--- src/rtl/watch_pkg.sv ---
`default_nettype none
// ============================================================================
// Package  : watch_pkg
// Brief    : Shared watch constants: button indices, default debounce and
//            auto-repeat timing derived from the system clock rate, and the
//            auto-repeat state encoding.
// Revision : 1.0 - initial release
// ============================================================================
package watch_pkg;

  localparam int CLK_HZ  = 1_000_000;
  localparam int NUM_BTN = 6;

  // Button bit positions on every N_BTN-wide bus
  localparam int BTN_UP    = 0;
  localparam int BTN_DOWN  = 1;
  localparam int BTN_LEFT  = 2;
  localparam int BTN_RIGHT = 3;
  localparam int BTN_ENTER = 4;
  localparam int BTN_ESC   = 5;

  // 20 ms debounce, 500 ms to first repeat, 100 ms between repeats
  localparam int DEBOUNCE_CYC_DEF  = CLK_HZ / 50;
  localparam int REPEAT_DELAY_DEF  = CLK_HZ / 2;
  localparam int REPEAT_PERIOD_DEF = CLK_HZ / 10;

  // Only the value-setting buttons auto-repeat by default
  localparam logic [NUM_BTN-1:0] REPEAT_MASK_DEF =
      (NUM_BTN'(1) << BTN_UP) | (NUM_BTN'(1) << BTN_DOWN);

  typedef enum logic [1:0] {
    RPT_IDLE   = 2'd0,
    RPT_DELAY  = 2'd1,
    RPT_REPEAT = 2'd2
  } rpt_state_e;

  // Counter width able to hold max_val; counters clear at their terminal
  // value so they never need to saturate.
  function automatic int cnt_width(input int max_val);
    return $clog2(max_val) + 1;
  endfunction

endpackage
`default_nettype wire

--- src/rtl/btn_debounce.sv ---
`default_nettype none
// ============================================================================
// Module   : btn_debounce
// Brief    : One raw active-low button: 2-flop synchroniser, stable-count
//            debouncer, registered press/release pulses and an optional
//            auto-repeat timer that re-fires press pulses while held.
// Revision : 1.0 - initial release
// ============================================================================
module btn_debounce
  import watch_pkg::*;
#(
  parameter int DEBOUNCE_CYC  = DEBOUNCE_CYC_DEF,
  parameter int REPEAT_DELAY  = REPEAT_DELAY_DEF,
  parameter int REPEAT_PERIOD = REPEAT_PERIOD_DEF,
  parameter bit REPEAT_EN     = 1'b0
) (
  input  logic clk,
  input  logic rst,
  input  logic btn_n_i,
  output logic level_o,
  output logic press_o,
  output logic release_o
);

  localparam int               CNT_W   = cnt_width(DEBOUNCE_CYC);
  localparam logic [CNT_W-1:0] DB_LAST = CNT_W'(DEBOUNCE_CYC - 1);

  logic             sync1_q;
  logic             sync2_q;
  logic             sync_pressed;
  logic             level_q, level_d;
  logic [CNT_W-1:0] cnt_q, cnt_d;
  logic             press_q, press_d;
  logic             release_q, release_d;
  logic             rise;
  logic             fall;
  logic             rpt_pulse;

  // Two-flop synchroniser; resets to "released" so a held button is seen
  // as a fresh press after reset.
  always_ff @(posedge clk) begin
    if (rst) begin
      sync1_q <= 1'b1;
      sync2_q <= 1'b1;
    end else begin
      sync1_q <= btn_n_i;
      sync2_q <= sync1_q;
    end
  end

  assign sync_pressed = ~sync2_q;

  // Count consecutive cycles the synced input disagrees with the accepted
  // level; accept the new level when the count reaches its terminal value.
  always_comb begin
    cnt_d   = '0;
    level_d = level_q;
    rise    = 1'b0;
    fall    = 1'b0;
    if (sync_pressed != level_q) begin
      if (cnt_q == DB_LAST) begin
        level_d = sync_pressed;
        rise    = sync_pressed;
        fall    = ~sync_pressed;
      end else begin
        cnt_d = cnt_q + CNT_W'(1);
      end
    end
  end

  // Repeat pulses never coincide with a release: the release forces IDLE.
  assign press_d   = rise | rpt_pulse;
  assign release_d = fall;

  generate
    if (REPEAT_EN) begin : g_repeat
      localparam int RPT_MAX = (REPEAT_DELAY > REPEAT_PERIOD) ? REPEAT_DELAY : REPEAT_PERIOD;
      localparam int RCNT_W  = cnt_width(RPT_MAX);
      localparam logic [RCNT_W-1:0] DLY_LAST = RCNT_W'(REPEAT_DELAY - 1);
      localparam logic [RCNT_W-1:0] PER_LAST = RCNT_W'(REPEAT_PERIOD - 1);

      rpt_state_e        state_q, state_d;
      logic [RCNT_W-1:0] rcnt_q, rcnt_d;

      // Repeat state and timer registers
      always_ff @(posedge clk) begin
        if (rst) begin
          state_q <= RPT_IDLE;
          rcnt_q  <= '0;
        end else begin
          state_q <= state_d;
          rcnt_q  <= rcnt_d;
        end
      end

      // Initial hold delay, then fixed-period ticks until release
      always_comb begin
        state_d   = state_q;
        rcnt_d    = rcnt_q;
        rpt_pulse = 1'b0;
        if (fall) begin
          state_d = RPT_IDLE;
          rcnt_d  = '0;
        end else begin
          case (state_q)
            RPT_IDLE: begin
              if (rise) begin
                state_d = RPT_DELAY;
                rcnt_d  = '0;
              end
            end
            RPT_DELAY: begin
              if (rcnt_q == DLY_LAST) begin
                state_d   = RPT_REPEAT;
                rcnt_d    = '0;
                rpt_pulse = 1'b1;
              end else begin
                rcnt_d = rcnt_q + RCNT_W'(1);
              end
            end
            RPT_REPEAT: begin
              if (rcnt_q == PER_LAST) begin
                rcnt_d    = '0;
                rpt_pulse = 1'b1;
              end else begin
                rcnt_d = rcnt_q + RCNT_W'(1);
              end
            end
            default: begin
              state_d = RPT_IDLE;
              rcnt_d  = '0;
            end
          endcase
        end
      end
    end else begin : g_no_repeat
      assign rpt_pulse = 1'b0;
    end
  endgenerate

  // Accepted level, debounce counter and one-cycle output pulses
  always_ff @(posedge clk) begin
    if (rst) begin
      level_q   <= 1'b0;
      cnt_q     <= '0;
      press_q   <= 1'b0;
      release_q <= 1'b0;
    end else begin
      level_q   <= level_d;
      cnt_q     <= cnt_d;
      press_q   <= press_d;
      release_q <= release_d;
    end
  end

  assign level_o   = level_q;
  assign press_o   = press_q;
  assign release_o = release_q;

endmodule
`default_nettype wire

--- src/rtl/button_conditioner.sv ---
`default_nettype none
// ============================================================================
// Module   : button_conditioner
// Brief    : Watch button front end. Synchronises, debounces and edge-detects
//            the raw active-low buttons into clean levels and one-cycle
//            press/release pulses; masked buttons auto-repeat while held.
// Revision : 1.0 - initial release
// ============================================================================
module button_conditioner
  import watch_pkg::*;
#(
  parameter int               N_BTN         = NUM_BTN,
  parameter int               DEBOUNCE_CYC  = DEBOUNCE_CYC_DEF,
  parameter int               REPEAT_DELAY  = REPEAT_DELAY_DEF,
  parameter int               REPEAT_PERIOD = REPEAT_PERIOD_DEF,
  parameter logic [N_BTN-1:0] REPEAT_MASK   = N_BTN'(REPEAT_MASK_DEF)
) (
  input  logic             clk,
  input  logic             rst,
  input  logic [N_BTN-1:0] btn_n_i,
  output logic [N_BTN-1:0] level_o,
  output logic [N_BTN-1:0] press_o,
  output logic [N_BTN-1:0] release_o
);

  // Buttons are fully independent; one conditioner per bit, no priority.
  generate
    for (genvar i = 0; i < N_BTN; i++) begin : g_btn
      btn_debounce #(
        .DEBOUNCE_CYC  (DEBOUNCE_CYC),
        .REPEAT_DELAY  (REPEAT_DELAY),
        .REPEAT_PERIOD (REPEAT_PERIOD),
        .REPEAT_EN     (REPEAT_MASK[i])
      ) u_btn (
        .clk       (clk),
        .rst       (rst),
        .btn_n_i   (btn_n_i[i]),
        .level_o   (level_o[i]),
        .press_o   (press_o[i]),
        .release_o (release_o[i])
      );
    end
  endgenerate

endmodule
`default_nettype wire
--- config.mk ---
export PLATFORM = sky130hd
export DESIGN_NAME = button_conditioner
export DESIGN_NICKNAME = d
export VERILOG_FILES = /design/src/rtl/watch_pkg.sv /design/src/rtl/btn_debounce.sv /design/src/rtl/button_conditioner.sv
export SDC_FILE = /design/constraint.sdc
export NUM_CORES = 1
export LEC_CHECK = 0
export CORE_MARGIN = 8
export CORE_UTILIZATION = 50
export DETAILED_ROUTE_END_ITERATION = 10
export GPL_TIMING_DRIVEN = 0
export PLACE_DENSITY = 0.78
export SETUP_SLACK_MARGIN = 0.2
export SLEW_MARGIN = 10
export SYNTH_ARGS = -nofsm -noshare
export SYNTH_HDL_FRONTEND = slang
export SYNTH_HIERARCHICAL = 1
export SYNTH_SLANG_ARGS = --single-unit
export TNS_END_PERCENT = 1
--- constraint.sdc ---
create_clock -name clk -period 2.9 [get_ports clk]
set_input_delay 0.29 -clock clk [delete_from_list [all_inputs] [get_ports clk]]
set_output_delay 0.29 -clock clk [all_outputs]
set_load 0.05 [all_outputs]
==> metrics <==
status completed; largest family of logic cells by synthesized area simple AND/OR/NAND/NOR gates; Max Used Layer met4; Syn Area/Cell a little over 9 um^2; met1 WL 7122 um; cells after synthesis roughly 860; CTS Buf Count 17; fill cell count between 1000 and 1500; met3 WL post-DR ~570 um; crit path capture type register; Worst Setup Path Type register to register; # hold bufs at CTS 0; Initial Util between 50% and 60%; row count 46; Synth Area in Adders under 10%; Antenna Nets Post-Route 0; DR vias 5980; nets 924; multiplexer area fraction after synthesis 0.5096%; HPWL after DPL 9962 um; Synthesized Nets a little under 900; Synth Area in Simple Gates between 30% and 40%; final core utilization between 50 and 60%; clock root buffer clkbuf_16; Seq/Total Area, Yosys 43.31%; Post-synth EDFFs 0; Tot Pwr 4687 uW; Reg clk slew, reported paths about 0.060 ns; Max Cap Viol 0; final cell count without fillers around 1100; vias per cell approximately 5.3; Fin Hold WS between 0.4 and 0.5 ns; final worst-path cycle share 88.90%; I/O Pins 26; vias in the first global route around 5500; Slew Viols, Final 0; CP startpoint kind register; crit-path max FO 10; ys flop type dfxtp_1; TNS Setup 0 ns; full die area 0.01998 mm^2; post-DR wirelength/cell between 10 and 15 um; grt ovf 0; flops & latches, synth 170; CTS tree built; fraction of layout cells with a size suffix above 1 between 10 and 15%; CTS Sinks between 150 and 200; Post-Place Cells roughly 1100; largest net degree at the start of global routing 38; Post-Route WL roughly 15000 um; RePlAce Congestion between 0.8 and 0.9; path type of the worst min-delay path primary input to register; Post-Syn Area 0.007858 mm^2; Post-Synth XOR/XNOR Area 12.26%; leak pwr 0.003012 uW; worst vdd ir 421.7 uV; Total GRT Usage between 10% and 20%; Final Setup Violations 0; Post-CTS Setup Bufs 0; ANT cells 0; library cells used by synthesis between 60 and 70; Die Ht around 140 um; arrival time at the worst endpoint slightly below 3 ns; worst-margin pin slew 0.7991 ns; global-route wire length before repair 25190 um; worst relative slew slack 46.62%; Hold Violations, Final 0; Max Clk Rate 0.3879 GHz; Clk Latency, worst-skew pair roughly 0.42 ns; Final Skew approximately 0.0049 ns; H-Tree Depth 4; pwr dens 519.6 mW/mm^2; Tmin final 2.578 ns; Post-synth ARST share 0%; Pre-Repair DR Iteration Count 5; Die W 141.4 um; P&R area growth vs syn 14.79%; Ys Warns 6; DRT iter0 DRCs around 350; core area about 0.016 mm^2; unrepaired setup endpoints after global routing true; routed wl met2 approximately 6800 um; initial antenna violation count 0; Compound-Gate Fraction of Synth Area 4.904%; Max Root-Sink Buffers 2; drc violations 0; IO Port Bufs 25; WP data required approximately 3.3 ns
==> stage by stage <==
step | setup slack, ns | instance area (um^2)
CTS | 0.2152 | 8986
global route | 0.1773 | 9020
finish | 0.3218 | 9020
global placement | -0.07540 | 8378
detailed placement | 0.1664 | 8373
floorplan | 0.4708 | 7858
==> cells in the final DEF, fill, tap and decap left out, types with 11 or more instances in the layout <==
master,count
or2_2,15
nor4_1,15
nor2_1,135
inv_1,19
nand4_1,33
nor4_2,19
clkdlybuf4s50_1,24
and3_1,17
o21ai_0,11
nor3_1,24
xnor2_1,54
a21oi_1,19
nand2_1,64
dfxtp_1,170
xor2_1,56
nand3_1,46
ha_1,15
clkbuf_16,17
==> registers in the layout, indices dropped and copies added, names as in the netlist <==
name / flops
g_btn.u_btn/sync1_q: 6
g_btn.u_btn/release_o: 6
g_btn.u_btn/g_repeat.rcnt_q: 40
g_btn.u_btn/sync2_q: 6
g_btn.u_btn/press_o: 6
g_btn.u_btn/cnt_q: 96
g_btn.u_btn/g_repeat.state_q: 4
g_btn.u_btn/level_o: 6
==> worst max-delay path, cell delays in order, from the launching register on <==
cell and delay (ns):
dfxtp_1 0.34, or4_1 0.56, or4_1 0.48, buf_2 0.17, o21a_1 0.20, buf_6 0.14, or3_1 0.35, a21o_1 0.17
a21boi_2 0.12
==> final timing paths <==
| check | startpoint | endpoint | slack [ns] | cells past startpoint |
|---|---|---|---|---|
| worst min register to register | g_btn[5].u_btn/sync1_q | g_btn[5].u_btn/sync2_q | 0.41 | 1 |
| worst max register to register | g_btn[0].u_btn/cnt_q[8] | g_btn[0].u_btn/g_repeat.rcnt_q[7] | 0.32 | 8 |
| worst min-delay path | rst | g_btn[0].u_btn/release_o | 0.40 | 2 |
| worst max-delay path | g_btn[0].u_btn/cnt_q[8] | g_btn[0].u_btn/g_repeat.rcnt_q[7] | 0.32 | 8 |
==> cells in the mapped netlist (5+ instances only) <==
cell	n	area (um^2)
nand4_1	33	206.5
nand2_1	64	240.2
nand4_4	6	127.6
a21oi_1	19	95.09
buf_2	7	35.03
xor2_1	56	490.5
or3_1	9	56.30
and4_1	7	61.31
clkbuf_1	6	22.52
nor4_1	17	106.4
xnor2_1	54	473.0
nor2_2	6	37.54
nand4b_1	5	43.79
ha_1	15	187.7
or2_2	15	93.84
and3_1	17	106.4
nor4_2	18	225.2
and4bb_2	5	62.56
inv_1	19	71.32
nor2_1	135	506.7
and2_1	8	50.05
o21ai_0	11	55.05
buf_6	6	67.56
nand3_1	46	230.2
dfxtp_1	170	3403
nor3_1	24	120.1
==> where the power goes <==
part	total, uW	switching (uW)	internal, uW
combinational	63.5	38.0	25.4
clock	2270	962	1310
sequential	2350	6.37	2340
total	4690	1010	3680
==> cell type report <==
cell class	count	area [um^2]	area share, %
Buffer	23	148.9	1.651
Multi-Input combinational cell	645	4274	47.39
Tap cell	216	270.3	2.996
Clock buffer	18	439.2	4.869
Sequential cell	170	3403	37.73
Inverter	19	71.32	0.7907
Clock inverter	14	167.7	1.859
Timing Repair Buffer	25	245.2	2.719
==> per-layer routing <==
layer | global-route usage (%) | up-vias
met1 | 18.83 | 2795
met4 | 4.864 | 0
met5 | 0 | -
li1 | - | 3091
met3 | 4.234 | 9
met2 | 24.57 | 85
==> cell families (layout without fill, tap and decap cells) <==
kind of cell / Yosys count / count (layout)
muxes: 4 / 4
and+or+nand+nor: 457 / 457
adders and majority gates: 15 / 15
AOI/OAI and AO/OA: 59 / 59
buffers and inverters: 42 / 99
xor gates and xnor gates: 110 / 110
DFF: 170 / 170
==> repair_timing <==
action                     CTS  global route
setup endpoints to repair   10            14
pin swaps                    0             1
resized for setup            1             5
Power figures use the tool's default switching activity.
